$ cat config.mk
export PLATFORM = sky130hd
export DESIGN_NAME = uart_rcvr
export DESIGN_NICKNAME = d
export VERILOG_FILES = /design/src/rtl/uart_rcvr.sv
export SDC_FILE = /design/constraint.sdc
export NUM_CORES = 1
export LEC_CHECK = 0
export BUFFER_PORTS_ARGS = -buffer_cell sky130_fd_sc_hd__buf_2
export CAP_MARGIN = 10
export CORE_MARGIN = 2
export CORE_UTILIZATION = 60
export CTS_BUF_LIST = sky130_fd_sc_hd__clkbuf_8
export DETAILED_ROUTE_END_ITERATION = 12
export HOLD_SLACK_MARGIN = 0.08
export PLACE_DENSITY = 0.81
export SETUP_SLACK_MARGIN = 0.4
export SLEW_MARGIN = 25
export SYNTH_ARGS = -nofsm -noshare
export SYNTH_HDL_FRONTEND = slang
export SYNTH_SLANG_ARGS = --single-unit
$ cat constraint.sdc
create_clock -name clk -period 5.2 [get_ports clk]
set_clock_uncertainty 0.2 [all_clocks]
set_input_delay 0.26 -clock clk [delete_from_list [all_inputs] [get_ports clk]]
set_output_delay 0.26 -clock clk [all_outputs]
set_load 0.05 [all_outputs]
$ cat src/rtl/uart_rcvr.sv
// Oversampling 8-bit UART receiver: start/parity/stop validation, valid/ready byte output with error flags.
// Latency: commit one cycle after the last stop-bit mid sample (+2 cycles input sync). A frame finishing while output is held is dropped with an overrun pulse.
module uart_rcvr #(
  parameter int OVERSAMPLE = 16,
  parameter int DIV_W      = 16
) (
  input  logic             clk,
  input  logic             arst_n,
  input  logic [DIV_W-1:0] baud_div,
  input  logic             parity_en,
  input  logic             parity_odd,
  input  logic             two_stop,
  input  logic             rx,
  input  logic             rx_ready,
  output logic [7:0]       rx_data,
  output logic             rx_valid,
  output logic             parity_err,
  output logic             frame_err,
  output logic             overrun,
  output logic             busy
);

  localparam int SW = $clog2(OVERSAMPLE);
  localparam logic [SW-1:0] MID  = SW'(OVERSAMPLE / 2 - 1);
  localparam logic [SW-1:0] LAST = SW'(OVERSAMPLE - 1);

  typedef enum logic [2:0] {IDLE, START, DATA, PARITY, STOP} state_e;

  state_e           state_q;
  logic             rx_meta_q, rx_s_q;
  logic [DIV_W-1:0] tick_cnt_q, tick_cnt_d, div_m1;
  logic [SW-1:0]    samp_q;
  logic [2:0]       bit_q;
  logic [7:0]       shift_q;
  logic             armed_q, busy_q, commit_q;
  logic             perr_n_q, ferr_n_q;
  logic             cfg_pe_q, cfg_odd_q, cfg_two_q;
  logic [7:0]       rx_data_q;
  logic             rx_valid_q, parity_err_q, frame_err_q, overrun_q;
  logic             tick, start_det, mid, last;

  // Synchroniser resets low so a line held low through reset cannot arm the receiver.
  always_ff @(posedge clk or negedge arst_n) begin
    if (!arst_n) begin
      rx_meta_q <= 1'b0;
      rx_s_q    <= 1'b0;
    end else begin
      rx_meta_q <= rx;
      rx_s_q    <= rx_meta_q;
    end
  end

  assign div_m1    = (baud_div == '0) ? '0 : baud_div - DIV_W'(1);
  assign tick      = (tick_cnt_q == '0);
  assign start_det = (state_q == IDLE) && armed_q && !rx_s_q;
  assign mid       = tick && (samp_q == MID);
  assign last      = tick && (samp_q == LAST);

  always_comb begin
    tick_cnt_d = tick_cnt_q - DIV_W'(1);
    if (start_det || tick) tick_cnt_d = div_m1;
  end

  always_ff @(posedge clk or negedge arst_n) begin
    if (!arst_n) tick_cnt_q <= '0;
    else         tick_cnt_q <= tick_cnt_d;
  end

  always_ff @(posedge clk or negedge arst_n) begin
    if (!arst_n) begin
      state_q   <= IDLE;
      armed_q   <= 1'b0;
      samp_q    <= '0;
      bit_q     <= '0;
      shift_q   <= '0;
      perr_n_q  <= 1'b0;
      ferr_n_q  <= 1'b0;
      cfg_pe_q  <= 1'b0;
      cfg_odd_q <= 1'b0;
      cfg_two_q <= 1'b0;
      busy_q    <= 1'b0;
      commit_q  <= 1'b0;
    end else begin
      commit_q <= 1'b0;
      if (state_q == IDLE) begin
        if (rx_s_q) armed_q <= 1'b1;
        if (start_det) begin
          state_q   <= START;
          busy_q    <= 1'b1;
          samp_q    <= '0;
          perr_n_q  <= 1'b0;
          ferr_n_q  <= 1'b0;
          cfg_pe_q  <= parity_en;
          cfg_odd_q <= parity_odd;
          cfg_two_q <= two_stop;
        end
      end else if (tick) begin
        samp_q <= last ? '0 : samp_q + SW'(1);
        case (state_q)
          START: begin
            if (mid && rx_s_q) begin
              state_q <= IDLE;
              busy_q  <= 1'b0;
            end else if (last) begin
              state_q <= DATA;
              bit_q   <= '0;
            end
          end
          DATA: begin
            if (mid) shift_q[bit_q] <= rx_s_q;
            if (last) begin
              bit_q <= bit_q + 3'd1;
              if (bit_q == 3'd7) begin
                state_q <= cfg_pe_q ? PARITY : STOP;
                bit_q   <= '0;
              end
            end
          end
          PARITY: begin
            if (mid)  perr_n_q <= ((^shift_q) ^ rx_s_q) != cfg_odd_q;
            if (last) state_q  <= STOP;
          end
          STOP: begin
            if (mid) begin
              if (!rx_s_q) ferr_n_q <= 1'b1;
              // Leave half a bit early; a low stop keeps the receiver disarmed until the line idles.
              if (!cfg_two_q || bit_q == 3'd1) begin
                commit_q <= 1'b1;
                busy_q   <= 1'b0;
                state_q  <= IDLE;
                armed_q  <= rx_s_q;
              end
            end else if (last) begin
              bit_q <= 3'd1;
            end
          end
          default: state_q <= IDLE;
        endcase
      end
    end
  end

  always_ff @(posedge clk or negedge arst_n) begin
    if (!arst_n) begin
      rx_data_q    <= '0;
      rx_valid_q   <= 1'b0;
      parity_err_q <= 1'b0;
      frame_err_q  <= 1'b0;
      overrun_q    <= 1'b0;
    end else begin
      overrun_q <= 1'b0;
      if (commit_q && (!rx_valid_q || rx_ready)) begin
        rx_data_q    <= shift_q;
        parity_err_q <= perr_n_q;
        frame_err_q  <= ferr_n_q;
        rx_valid_q   <= 1'b1;
      end else begin
        if (commit_q) overrun_q <= 1'b1;
        if (rx_valid_q && rx_ready) rx_valid_q <= 1'b0;
      end
    end
  end

  assign rx_data    = rx_data_q;
  assign rx_valid   = rx_valid_q;
  assign parity_err = parity_err_q;
  assign frame_err  = frame_err_q;
  assign overrun    = overrun_q;
  assign busy       = busy_q;

endmodule

==> run_results.csv <==
group,metric,value,unit
synthesis,post_synthesis_mean_instance_area,10.16,um^2
grt,global_route.usage.total,22.62,%
cells_and_area,layoutNonFillerInstCount,430,
place,detailed_placement_wirelength_estimate,4646,um
job,max_cap_viol_count,0,
floorplanning,die_w,77.05,um
synthesis,ys_seq_area_share,43.77,%
hold_path,hold_path_end,"tick_cnt_q[12]",
floorplanning,die-height,77.05,um
sta,unrepaired_setup_endpoints_after_global_routing,"no",
synthesis,adder_cell_share_of_the_synthesized_area,2.735,%
cells_and_area,nNetsFinal,389,
place,place.detailed.instances,413,
clock_network,cts.repair.resized,0,
power,power_per_cell_area,349.7,mW/mm^2
sta,worstMarginPinSlew,0.6915,ns
clock_network,h-tree-depth,2,
grt,grt.overflow.total,0,
hold_path,hold_path_class,"in -> reg",
grt,maximum_number_of_pins_on_one_net_before_global_route_repair,57,
synthesis,largest_family_of_logic_cells_by_synthesized_area,"simple AND/OR/NAND/NOR gates",
clock_network,cts_made_buffers,5,
synthesis,synth_simple_gate_area_share,20.28,%
hold_path,min_path_cells,3,
synthesis,syn_inst,315,
floorplanning,pin_count,36,
synthesis,number_of_storage_elements_in_the_synthesis_netlist,56,
synthesis,cell_taking_the_most_area_after_synthesis,"dfrtp_1",
synthesis,synth-compound-area-share,11.88,%
synthesis,synth_area_leaders,"dfrtp_1 (44%), xnor2_1 (7.7%), mux2_2 (6.3%), o22ai_1 (3.3%), nand2_1 (3.2%)",
drt,wire_per_inst,15.00,um
clock_network,cts_buffer_depth,2,
hold_path,worstHoldStart,"baud_div[12]",
run_status,outcome,"complete, no violations",
grt,antenna_found_initial,0,
grt,first_global_vias,2327,
sta,timing.final.max_slew_violations,0,
synthesis,post_synth_xor_area_fraction,10.39,%
floorplanning,effective_utilization_at_floorplan,62.29,%
synthesis,synth_cell_types,51,
setup_path,reg2reg_setup_slack,2.54,ns
cells_and_area,layout_cell_share_with_drive_strength_beyond_1,20.28,%
sta,slew_headroom,53.90,%
place,gp_congestion,0.9075,
clock_network,cts_tree,"built",
sta,fmaxAchievable,0.3649,GHz
grt,grt_first_pass_wirelength,10910,um
setup_path,worst_ep_required_time,5.17,ns
floorplanning,rows,26,
power,irDropWorstVdd,0.0001715,V
floorplanning,floorplan.die_area,0.005937,mm^2
power,leakage,1.578,nW
sta,final.setup.tns,0,ns
synthesis,synthesis.area,0.003202,mm^2
synthesis,muxShareOfSynthArea,7.659,%
setup_path,critical_path_class,"in -> reg",
setup_path,startpoint,"baud_div[9]",
synthesis,synth_top_area_share,43.77,%
sta,finalSetupViolations,0,
clock_network,clock_insertion_delay_worst_skew,0.32,ns
drt,route.vias.total,2493,
sta,finalHoldViolations,0,
drt,detail_route.wirelength,6451,um
cells_and_area,ant_diodes,0,
setup_path,cp-end-kind,"register",
synthesis,synth_fp_nets,345,
setup_path,path_depth_of_the_worst_reg2reg_path,5,
synthesis,synth-warning-count,0,
clock_network,worst_setup_hold_path_clk_slew,0.11,ns
drt,post-route-drc-count,0,
drt,detail-route-antenna-nets,0,
clock_network,cts_sinks,56,
setup_path,crit-reg2reg-capture,"tick_cnt_q[12]",
setup_path,worst_ep_arrival_time,2.71,ns
clock_network,post-cts-setup-buffer-count,0,
sta,timing.final.crit_period,2.741,ns
setup_path,rr_startpoint,"tick_cnt_q[2]",
floorplanning,design.core.area,0.005140,mm^2
drt,drt_pre_antenna_iters,4,
drt,detailedRoute.firstIterationViolations,226,
cells_and_area,layout-area-overhead-vs-synth,12.82,%
drt,vias_per_cell,5.798,
setup_path,crit_path_start_kind,"input port",
sta,hold_slack,0.07355,ns
clock_network,cts.root.buffer_cell,"clkbuf_8",
place,port-buffer-count,35,
sta,final_min_period_over_clock_period,52.70,%
setup_path,crit_path_max_fanout,16,
-- cells by family (layout without fill, tap and decap cells) --
family          count (synthesis)  in the layout
compound gates                 52             52
xor+xnor                       38             38
fa+ha+maj                       7              7
buf+inv                        22             67
flops                          56             56
mux                            22             22
simple gates                  118            118
-- routing by layer --
| layer | share of wire (%) | up-vias | routed length, um | track usage, % |
|---|---|---|---|---|
| li1 | - | 1231 | - | - |
| met1 | 47 | 1174 | 3024 | 32.94 |
| met2 | 47 | 78 | 3054 | 36.32 |
| met3 | 4.6 | 10 | 297 | 3.647 |
| met4 | 1.2 | 0 | 75 | 4.286 |
| met5 | 0 | - | 0 | 0 |
-- worst max-delay path by stage --
| stage | cells after the start | slack (ns) | to |
|---|---|---|---|
| after floorplan | 5 | 2.75 | bit_q[0] |
| after global placement | 5 | 2.67 | tick_cnt_q[1] |
| after detailed placement | 5 | 2.58 | shift_q[3] |
| after CTS | 6 | 2.46 | tick_cnt_q[12] |
| after global routing | 5 | 2.28 | tick_cnt_q[12] |
| final | 6 | 2.46 | tick_cnt_q[1] |
-- through the flow --
stage	setup WS, ns	cell area, um^2	total power [mW]	utilization, %
floorplan	2.751	3202	0.9091	-
global placement	2.667	3420	0.9910	66.53
detailed placement	2.579	3420	1.004	66.53
CTS	2.464	3612	1.262	70.28
global route	2.279	3612	1.343	70.28
finish	2.459	3612	1.263	70.28
-- cell usage after synthesis, drive strengths merged --
cell type	n
mux2i	2
inv	14
xnor2	28
o21a	1
o31ai	2
a22o	4
o32a	2
ha	7
nor3	17
a211oi	5
and4b	2
dfrtp	56
or3	5
o211ai	2
nand2	29
and4	1
a31oi	2
nor2	22
buf	5
or4bb	1
nand2b	5
o22ai	17
and2	1
nand3b	3
o21ai	6
nor3b	3
nand4b	1
clkbuf	3
a21o	1
nor4	7
and3b	1
a211o	2
a221oi	1
nand4	4
o32ai	1
mux2	20
nand3	7
or4	6
xor2	10
or3b	1
nor2b	2
a21oi	5
a32oi	1
-- registers in the layout (all words and copies together), names as in the netlist, 3 cells and up --
signal      count
bit_q           3
shift_q         8
tick_cnt_q     16
rx_data         8
samp_q          4
state_q         3
-- worst max-delay path, stage by stage --
cell and delay [ns]:
dlygate4sd3_1 0.53, buf_2 0.14, or4_4 0.53, or4_4 0.46
o31ai_4 0.60, o22ai_1 0.18
-- power by group --
group / internal [mW] / switching (mW)
Combinational: 0.183 / 0.204
Clock: 0.102 / 0.152
Sequential: 0.519 / 0.102
-- area by class of cell --
class,count,area (um^2)
inverters,14,52.55
repair buffers,45,272.8
clock buffers,5,68.82
clock inverters,3,33.78
fillers,393,1528
flip-flops and latches,56,1401
well taps,70,87.58
multi-input cells,237,1695
-- cell usage in the layout, fill, tap and decap left out, types with 3 or more instances in the layout --
cell type / netlist / final
a211oi_1: 5 / 5
a21oi_1: 4 / 4
a22o_1: 4 / 4
buf_2: 0 / 35
clkbuf_8: 0 / 5
dfrtp_1: 56 / 56
dlygate4sd3_1: 0 / 9
ha_1: 7 / 7
inv_1: 14 / 14
mux2_2: 18 / 18
nand2_1: 27 / 27
nand2b_1: 5 / 5
nand3_1: 7 / 7
nand3b_1: 3 / 3
nand4_1: 4 / 4
nor2_1: 22 / 22
nor3_1: 16 / 16
nor3b_1: 3 / 3
nor4_1: 7 / 7
o21ai_0: 6 / 6
o22ai_1: 17 / 17
or3_1: 3 / 3
or4_1: 3 / 3
or4_4: 3 / 3
xnor2_1: 28 / 28
xor2_1: 10 / 10
-- timing repair --
item	in CTS	in global routing
endpoints found under the hold margin	65	0
setup endpoints to repair	0	0
hold buffers	9	0
Note: power is estimated with default switching activity, not from simulation.
